<file path="src/rtl/gpio_pkg.sv">
// -----------------------------------------------------------------------------
// gpio_pkg
// Shared definitions for the AXI4-Lite GPIO slave:
//   - register select codes (address bits [4:2])
//   - write / read channel FSM state enums
//   - AXI response code and a byte-strobe to bit-mask helper
// -----------------------------------------------------------------------------
package gpio_pkg;

  // Register select = address bits [4:2]
  localparam logic [2:0] REG_DATA_OUT = 3'd0;  // RW
  localparam logic [2:0] REG_DATA_IN  = 3'd1;  // RO, synchronised pins
  localparam logic [2:0] REG_DIR      = 3'd2;  // RW, 1 = drive
  localparam logic [2:0] REG_SET      = 3'd3;  // WO, DATA_OUT |= data
  localparam logic [2:0] REG_CLR      = 3'd4;  // WO, DATA_OUT &= ~data
  localparam logic [2:0] REG_TGL      = 3'd5;  // WO, DATA_OUT ^= data
  localparam logic [2:0] REG_IRQ_EN   = 3'd6;  // RW
  localparam logic [2:0] REG_IRQ_STAT = 3'd7;  // R/W1C

  localparam logic [1:0] AXI_OKAY = 2'b00;

  typedef enum logic [1:0] {
    W_IDLE   = 2'd0,  // waiting for AW and/or W
    W_WAIT_D = 2'd1,  // address held, waiting for data
    W_WAIT_A = 2'd2,  // data held, waiting for address
    W_RESP   = 2'd3   // write response pending
  } w_state_t;

  typedef enum logic {
    R_IDLE = 1'b0,    // ready for an address
    R_DATA = 1'b1     // read data presented
  } r_state_t;

  // Expand the 4 byte-lane strobes into a 32-bit bit mask.
  function automatic logic [31:0] strb_to_mask(input logic [3:0] strb);
    logic [31:0] mask;
    for (int k = 0; k < 4; k++) begin
      mask[8*k +: 8] = {8{strb[k]}};
    end
    return mask;
  endfunction

endpackage

</file>
<file path="src/rtl/gpio_sync.sv">
// -----------------------------------------------------------------------------
// gpio_sync
// Multi-flop synchroniser for asynchronous GPIO inputs plus one extra flop
// for rising-edge detection.
// Ports:
//   clk   in            system clock
//   rst   in            synchronous reset, active-low
//   din   in  [WIDTH]   asynchronous pin inputs
//   sync  out [WIDTH]   synchronised pin levels (last chain stage)
//   rise  out [WIDTH]   one-cycle pulse on a 0->1 transition of sync
// -----------------------------------------------------------------------------
module gpio_sync
  import gpio_pkg::*;
#(
  parameter int WIDTH       = 32,
  parameter int SYNC_STAGES = 2
) (
  input  logic             clk,
  input  logic             rst,
  input  logic [WIDTH-1:0] din,
  output logic [WIDTH-1:0] sync,
  output logic [WIDTH-1:0] rise
);

  // chain[0] is the metastability-catching stage, chain[SYNC_STAGES-1] is safe.
  logic [SYNC_STAGES-1:0][WIDTH-1:0] chain;
  logic [WIDTH-1:0]                  prev;

  // NOTE: clocked state uses non-blocking <= so every flop samples the
  // pre-edge value of its neighbour; blocking = here would collapse the chain.
  always_ff @(posedge clk) begin
    if (!rst) begin
      chain <= '0;
      prev  <= '0;
    end else begin
      chain <= {chain[SYNC_STAGES-2:0], din};
      prev  <= chain[SYNC_STAGES-1];
    end
  end

  assign sync = chain[SYNC_STAGES-1];
  assign rise = sync & ~prev;

endmodule

</file>
<file path="src/rtl/axi4_lite_gpio.sv">
// -----------------------------------------------------------------------------
// axi4_lite_gpio
// Parametrised AXI4-Lite GPIO slave: output data, direction, atomic
// SET/CLR/TGL, synchronised inputs and per-pin rising-edge interrupts.
// Write and read channels are independent, one outstanding transaction each.
// Ports:
//   clk, rst                      clock, synchronous active-low reset
//   s_aw*/s_w*/s_b*               AXI4-Lite write address / data / response
//   s_ar*/s_r*                    AXI4-Lite read address / data
//   gpio_i  in  [WIDTH]           asynchronous pin inputs
//   gpio_o  out [WIDTH]           DATA_OUT
//   gpio_oe out [WIDTH]           DIR (1 = drive)
//   irq     out                   registered |(IRQ_STAT & IRQ_EN)
// Register bits at or above WIDTH read 0 and ignore writes.
// -----------------------------------------------------------------------------
module axi4_lite_gpio
  import gpio_pkg::*;
#(
  parameter int               WIDTH       = 32,
  parameter int               SYNC_STAGES = 2,
  parameter logic [WIDTH-1:0] OUT_RST     = '0
) (
  input  logic             clk,
  input  logic             rst,
  // write address
  input  logic [31:0]      s_awaddr,
  input  logic [2:0]       s_awprot,
  input  logic             s_awvalid,
  output logic             s_awready,
  // write data
  input  logic [31:0]      s_wdata,
  input  logic [3:0]       s_wstrb,
  input  logic             s_wvalid,
  output logic             s_wready,
  // write response
  output logic [1:0]       s_bresp,
  output logic             s_bvalid,
  input  logic             s_bready,
  // read address
  input  logic [31:0]      s_araddr,
  input  logic [2:0]       s_arprot,
  input  logic             s_arvalid,
  output logic             s_arready,
  // read data
  output logic [31:0]      s_rdata,
  output logic [1:0]       s_rresp,
  output logic             s_rvalid,
  input  logic             s_rready,
  // pins
  input  logic [WIDTH-1:0] gpio_i,
  output logic [WIDTH-1:0] gpio_o,
  output logic [WIDTH-1:0] gpio_oe,
  output logic             irq
);

  // ---------------------------------------------------------------------------
  // Declarations
  // ---------------------------------------------------------------------------
  w_state_t         w_state, w_next;
  r_state_t         r_state, r_next;

  logic             aw_hs, w_hs, ar_hs, r_hs;

  // Whichever half of a write arrives first is held here.
  logic [2:0]       aw_sel_q;
  logic [WIDTH-1:0] wdata_q;
  logic [3:0]       wstrb_q;

  logic             wr_en;
  logic [2:0]       wr_sel;
  logic [WIDTH-1:0] wr_data;
  logic [3:0]       wr_strb;
  logic [31:0]      wr_mask_full;
  logic [WIDTH-1:0] wr_mask;
  logic [WIDTH-1:0] wr_bits;

  logic [WIDTH-1:0] data_out, dir, irq_en, irq_stat;
  logic [WIDTH-1:0] data_in, rise, w1c;

  logic [31:0]      rd_mux;
  logic [31:0]      rdata_q;

  // ---------------------------------------------------------------------------
  // Input synchroniser and edge detect
  // ---------------------------------------------------------------------------
  gpio_sync #(
    .WIDTH       (WIDTH),
    .SYNC_STAGES (SYNC_STAGES)
  ) u_sync (
    .clk  (clk),
    .rst  (rst),
    .din  (gpio_i),
    .sync (data_in),
    .rise (rise)
  );

  // ---------------------------------------------------------------------------
  // Write channel FSM
  // ---------------------------------------------------------------------------
  assign s_awready = (w_state == W_IDLE) || (w_state == W_WAIT_A);
  assign s_wready  = (w_state == W_IDLE) || (w_state == W_WAIT_D);
  assign s_bvalid  = (w_state == W_RESP);
  assign s_bresp   = AXI_OKAY;

  assign aw_hs = s_awvalid & s_awready;
  assign w_hs  = s_wvalid  & s_wready;

  always_ff @(posedge clk) begin
    if (!rst) w_state <= W_IDLE;
    else      w_state <= w_next;
  end

  always_comb begin
    // NOTE: default assigned first so every path drives w_next; a missing
    // branch would otherwise infer a latch.
    w_next = w_state;
    unique case (w_state)
      W_IDLE: begin
        if (aw_hs && w_hs) w_next = W_RESP;
        else if (aw_hs)    w_next = W_WAIT_D;
        else if (w_hs)     w_next = W_WAIT_A;
      end
      W_WAIT_D: if (w_hs)     w_next = W_RESP;
      W_WAIT_A: if (aw_hs)    w_next = W_RESP;
      W_RESP:   if (s_bready) w_next = W_IDLE;
      default:                w_next = W_IDLE;
    endcase
  end

  always_ff @(posedge clk) begin
    if (!rst) begin
      aw_sel_q <= '0;
      wdata_q  <= '0;
      wstrb_q  <= '0;
    end else begin
      if (aw_hs) aw_sel_q <= s_awaddr[4:2];
      if (w_hs) begin
        wdata_q <= s_wdata[WIDTH-1:0];
        wstrb_q <= s_wstrb;
      end
    end
  end

  // The register update happens on the edge that enters W_RESP. On that edge
  // the completing half comes straight from the bus, the other from the
  // holding registers.
  assign wr_en        = (w_next == W_RESP) && (w_state != W_RESP);
  assign wr_sel       = aw_hs ? s_awaddr[4:2]      : aw_sel_q;
  assign wr_data      = w_hs  ? s_wdata[WIDTH-1:0] : wdata_q;
  assign wr_strb      = w_hs  ? s_wstrb            : wstrb_q;
  assign wr_mask_full = strb_to_mask(wr_strb);
  assign wr_mask      = wr_mask_full[WIDTH-1:0];
  assign wr_bits      = wr_data & wr_mask;

  assign w1c = (wr_en && (wr_sel == REG_IRQ_STAT)) ? wr_bits : '0;

  // ---------------------------------------------------------------------------
  // Register file
  // ---------------------------------------------------------------------------
  always_ff @(posedge clk) begin
    if (!rst) begin
      data_out <= OUT_RST;
      dir      <= '0;
      irq_en   <= '0;
      irq_stat <= '0;
      irq      <= 1'b0;
    end else begin
      if (wr_en) begin
        case (wr_sel)
          REG_DATA_OUT: data_out <= (data_out & ~wr_mask) | wr_bits;
          REG_DIR:      dir      <= (dir      & ~wr_mask) | wr_bits;
          REG_SET:      data_out <= data_out | wr_bits;
          REG_CLR:      data_out <= data_out & ~wr_bits;
          REG_TGL:      data_out <= data_out ^ wr_bits;
          REG_IRQ_EN:   irq_en   <= (irq_en   & ~wr_mask) | wr_bits;
          default:      ;  // DATA_IN read-only; IRQ_STAT handled below
        endcase
      end
      // A new edge wins over a W1C of the same bit in the same cycle.
      irq_stat <= (irq_stat & ~w1c) | rise;
      irq      <= |(irq_stat & irq_en);
    end
  end

  assign gpio_o  = data_out;
  assign gpio_oe = dir;

  // ---------------------------------------------------------------------------
  // Read channel FSM
  // ---------------------------------------------------------------------------
  assign s_arready = (r_state == R_IDLE);
  assign s_rvalid  = (r_state == R_DATA);
  assign s_rdata   = rdata_q;
  assign s_rresp   = AXI_OKAY;

  assign ar_hs = s_arvalid & s_arready;
  assign r_hs  = s_rvalid  & s_rready;

  always_ff @(posedge clk) begin
    if (!rst) r_state <= R_IDLE;
    else      r_state <= r_next;
  end

  always_comb begin
    r_next = r_state;
    unique case (r_state)
      R_IDLE:  if (ar_hs) r_next = R_DATA;
      R_DATA:  if (r_hs)  r_next = R_IDLE;
      default:            r_next = R_IDLE;
    endcase
  end

  always_comb begin
    rd_mux = '0;
    case (s_araddr[4:2])
      REG_DATA_OUT: rd_mux = 32'(data_out);
      REG_DATA_IN:  rd_mux = 32'(data_in);
      REG_DIR:      rd_mux = 32'(dir);
      REG_IRQ_EN:   rd_mux = 32'(irq_en);
      REG_IRQ_STAT: rd_mux = 32'(irq_stat);
      default:      rd_mux = '0;  // SET/CLR/TGL are write-only
    endcase
  end

  // Captured only on the AR handshake, so data stays stable while rready=0.
  always_ff @(posedge clk) begin
    if (!rst)       rdata_q <= '0;
    else if (ar_hs) rdata_q <= rd_mux;
  end

  // Bus fields this slave deliberately ignores.
  logic unused_bits;
  assign unused_bits = ^{s_awprot, s_arprot,
                         s_awaddr[31:5], s_awaddr[1:0],
                         s_araddr[31:5], s_araddr[1:0],
                         s_wdata, wr_mask_full};

endmodule
</file>
<file path="config.mk">
export PLATFORM = sky130hd
export DESIGN_NAME = axi4_lite_gpio
export DESIGN_NICKNAME = d
export VERILOG_FILES = /design/src/rtl/gpio_pkg.sv /design/src/rtl/gpio_sync.sv /design/src/rtl/axi4_lite_gpio.sv
export SDC_FILE = /design/constraint.sdc
export NUM_CORES = 1
export LEC_CHECK = 0
export ABC_AREA = 1
export BUFFER_PORTS_ARGS = -buffer_cell sky130_fd_sc_hd__buf_4
export CAP_MARGIN = 10
export CORE_AREA = 2 2 168 170
export CTS_BUF_LIST = sky130_fd_sc_hd__clkbuf_16
export CTS_CLUSTER_DIAMETER = 80
export DETAILED_ROUTE_END_ITERATION = 8
export DIE_AREA = 0 0 170 172
export GPL_TIMING_DRIVEN = 0
export PLACE_DENSITY = 0.75
export REMOVE_ABC_BUFFERS = 1
export SYNTH_ARGS = -nofsm -noshare
export SYNTH_HDL_FRONTEND = slang
export SYNTH_SLANG_ARGS = --single-unit
</file>
<file path="constraint.sdc">
create_clock -name clk -period 2 [get_ports clk]
set_input_delay 0.5 -clock clk [delete_from_list [all_inputs] [get_ports clk]]
set_output_delay 0.5 -clock clk [all_outputs]
set_load 0.01 [all_outputs]
</file>
==> results.sh <==
export IMPL_fin_crit_ns=1.925
export IMPL_synth_seq_area_share_pct=44.33
export IMPL_clock_latency_ns=0.57
export IMPL_drt_initial_drc_count=1134
export IMPL_worstPathRequired_ns=2.46
export IMPL_fp_coreArea_mm2=0.02748
export IMPL_cts_sinks=299
export IMPL_place_hpwl_mm=24.86
export IMPL_fin_worst_skew_ns=0.01155
export IMPL_ioPinCount=251
export IMPL_clockBufferDepth=3
export IMPL_post_synth_num_cell_types=28
export IMPL_drc=0
export IMPL_worstMarginPinSlew_ns=1.062
export IMPL_period_share_pct=96.26
export IMPL_vdd_ir_drop_worst_uv=571.3
export IMPL_fin_nets=2357
export IMPL_die_w_um=170
export IMPL_row_count=61
export IMPL_io_buffers=182
export IMPL_grt_max_degree=150
export IMPL_setup_viol=0
export IMPL_drv_cap=0
export IMPL_clkTransAtPathRegs_ns=0.07
export IMPL_endpoint_kind="flop"
export IMPL_design_area_mm2=0.01705
export IMPL_leakagePower_nw=8.669
export IMPL_wl_per_cell_um=17.38
export IMPL_crit_type="reg -> reg"
export IMPL_placed_cell_area_mm2=0.01517
export IMPL_rsz0062_at_grt="yes"
export IMPL_syn_inst=2006
export IMPL_grt_overflow_total=0
export IMPL_startpoint_type="flop"
export IMPL_n_fill_cell=2515
export IMPL_antenna_cells=0
export IMPL_met2_usage_pct=49.19
export IMPL_dieArea_mm2=0.02924
export IMPL_power_density_mw_per_mm2=849.7
export IMPL_drtAntennaViolNets=0
export IMPL_antenna_found_initial=0
export IMPL_final_util_pct=62.04
export IMPL_path_max_fanout=12
export IMPL_grt_pass1_wl_mm=66.54
export IMPL_groute_layer_met3_usage_pct=4.601
export IMPL_die_h_um=172
export IMPL_avgSynthCellArea_um2=6.732
export IMPL_htreeDepth=1
export IMPL_first_pass_iters=5
export IMPL_cts_hold_buffers=0
export IMPL_synthesis_area_mm2=0.01350
export IMPL_drv_slew=0
export IMPL_cts_buffers=31
export IMPL_finalWirelength_mm=44.30
export IMPL_syn2layout_area_growth_pct=26.24
export IMPL_final_common_cell="nand2_1"
export IMPL_gp_congestion=0.7813
export IMPL_via_per_inst=5.394
export IMPL_start_util_pct=49.15
export IMPL_ys_ff_latch=299
export IMPL_hp_class="in -> reg"
export IMPL_timing_slew_headroom_pct=29.21
export IMPL_layout_common_cells="nand2_1 (635), dfxtp_1 (298), inv_1 (279)"
export IMPL_cts_tree="done"
export IMPL_cp_data_arrival_time_ns=2.38
export IMPL_yosysWarnings=0
export IMPL_hold_viol=0
export IMPL_gr_max_usage_layer="met2"
export IMPL_vias=13750
export IMPL_grt_pass1_vias=12880
export IMPL_status="finished, final reports clean"
export IMPL_met1_usage_pct=35.94
export IMPL_root_buffer="clkbuf_16"
export IMPL_drive_above_1_share_pct=15.84
export IMPL_fmax_mhz=519.4
export IMPL_grtUsageTotal_pct=28.88
kinds of logic (layout without fill, tap and decap cells):
| family | count (synthesis) | count (layout) | share of synthesized area, % |
|---|---|---|---|
| AO/OA/AOI/OAI | 201 | 201 | 8.033 |
| adder cells (fa/ha/maj) | 32 | 32 | 2.965 |
| buffers and inverters | 393 | 575 | 11.44 |
| flip-flops | 299 | 299 | 44.33 |
| other | 1 | 4 | 0.02777 |
| AND/OR/NAND/NOR | 1080 | 1092 | 33.21 |
worst max-delay path: stages (launching register included):
cell and delay (ns):
dfxtp_4 0.37, inv_1 0.09, nand2_4 0.14, buf_12 0.18, nand2_4 0.09, nand2_4 0.15
nand2_1 0.13, ha_1 0.30, inv_1 0.04, nand3_1 0.07, nand2_1 0.06, nor2_1 0.10
a21oi_1 0.08
final cells by class:
cell class	instances	area (um2)	share of cell area (%)
timing repair buffer	239	2112	12.39
multi-input combinational	1329	6469	37.94
inverter	280	1075	6.305
clock inverter	25	193.9	1.138
tap	346	432.9	2.539
sequential	299	5989	35.13
clock buffer	31	775.7	4.550
cells in the mapped netlist:
| master | n | share of area, % |
|---|---|---|
| nand2_2 | 13 | 0.60 |
| nand3b_1 | 1 | 0.056 |
| nor3_4 | 1 | 0.12 |
| inv_2 | 2 | 0.056 |
| nor2_2 | 3 | 0.14 |
| nand3_2 | 2 | 0.15 |
| nor2_1 | 146 | 4.1 |
| o21ai_1 | 54 | 2.0 |
| buf_2 | 26 | 0.96 |
| o21ai_0 | 20 | 0.74 |
| a221oi_1 | 1 | 0.065 |
| or2_2 | 1 | 0.046 |
| nor3_1 | 34 | 1.3 |
| ha_1 | 32 | 3.0 |
| dfxtp_1 | 299 | 44 |
| a21oi_1 | 69 | 2.6 |
| buf_1 | 11 | 0.31 |
| nand2_1 | 656 | 18 |
| clkinv_1 | 1 | 0.028 |
| conb_1 | 1 | 0.028 |
| inv_1 | 277 | 7.7 |
| nand4_1 | 25 | 1.2 |
| o22ai_1 | 54 | 2.5 |
| nor2_4 | 1 | 0.083 |
| buf_4 | 10 | 0.56 |
| o21a_1 | 3 | 0.17 |
| clkbuf_1 | 66 | 1.8 |
| nand3_1 | 197 | 7.3 |
power breakdown:
group          internal (W)  total [W]  switching (W)
logic              0.000879    0.00245        0.00157
registers           0.00622    0.00643       0.000209
clock network       0.00318    0.00561        0.00242
path summary, 6_finish.rpt:
path / endpoint / slack, ns / cells after the start / start
max reg2reg: gpio_o[24] / 0.07 / 12 / w_state[1]
max: gpio_o[24] / 0.07 / 12 / w_state[1]
min: u_sync.chain[5] / 0.11 / 3 / gpio_i[5]
min reg2reg: u_sync.sync[20] / 0.41 / 2 / u_sync.chain[20]
stage by stage:
stage | setup TNS [ns] | hold slack (ns) | cells | setup WS, ns | total power (W)
detailed placement | -197.64 | 0.3953 | 2435 | -2.385 | 0.008588
global route | -0.01781 | 0.1012 | 2549 | -0.01272 | 0.01499
floorplan | -110.54 | 0.3900 | 1896 | -2.430 | 0.007607
CTS | 0 | 0.09868 | 2527 | 0.005337 | 0.01435
finish | 0 | 0.1082 | 2549 | 0.07484 | 0.01449
global placement | -599.59 | 0.3952 | 2424 | -5.379 | 0.008408
layer usage:
| metal | up-vias | wire, um |
|---|---|---|
| li1 | 6646 | - |
| met1 | 6309 | 18050 |
| met2 | 639 | 20490 |
| met3 | 156 | 3892 |
| met4 | 0 | 1861 |
| met5 | - | 0 |
repair_timing:
item,CTS,global route
cloned,11,4
pin swaps,15,8
setup endpoints to repair,168,97
gates resized for setup,51,26
buffers inserted,25,18
(Power assumes the default switching activity.)
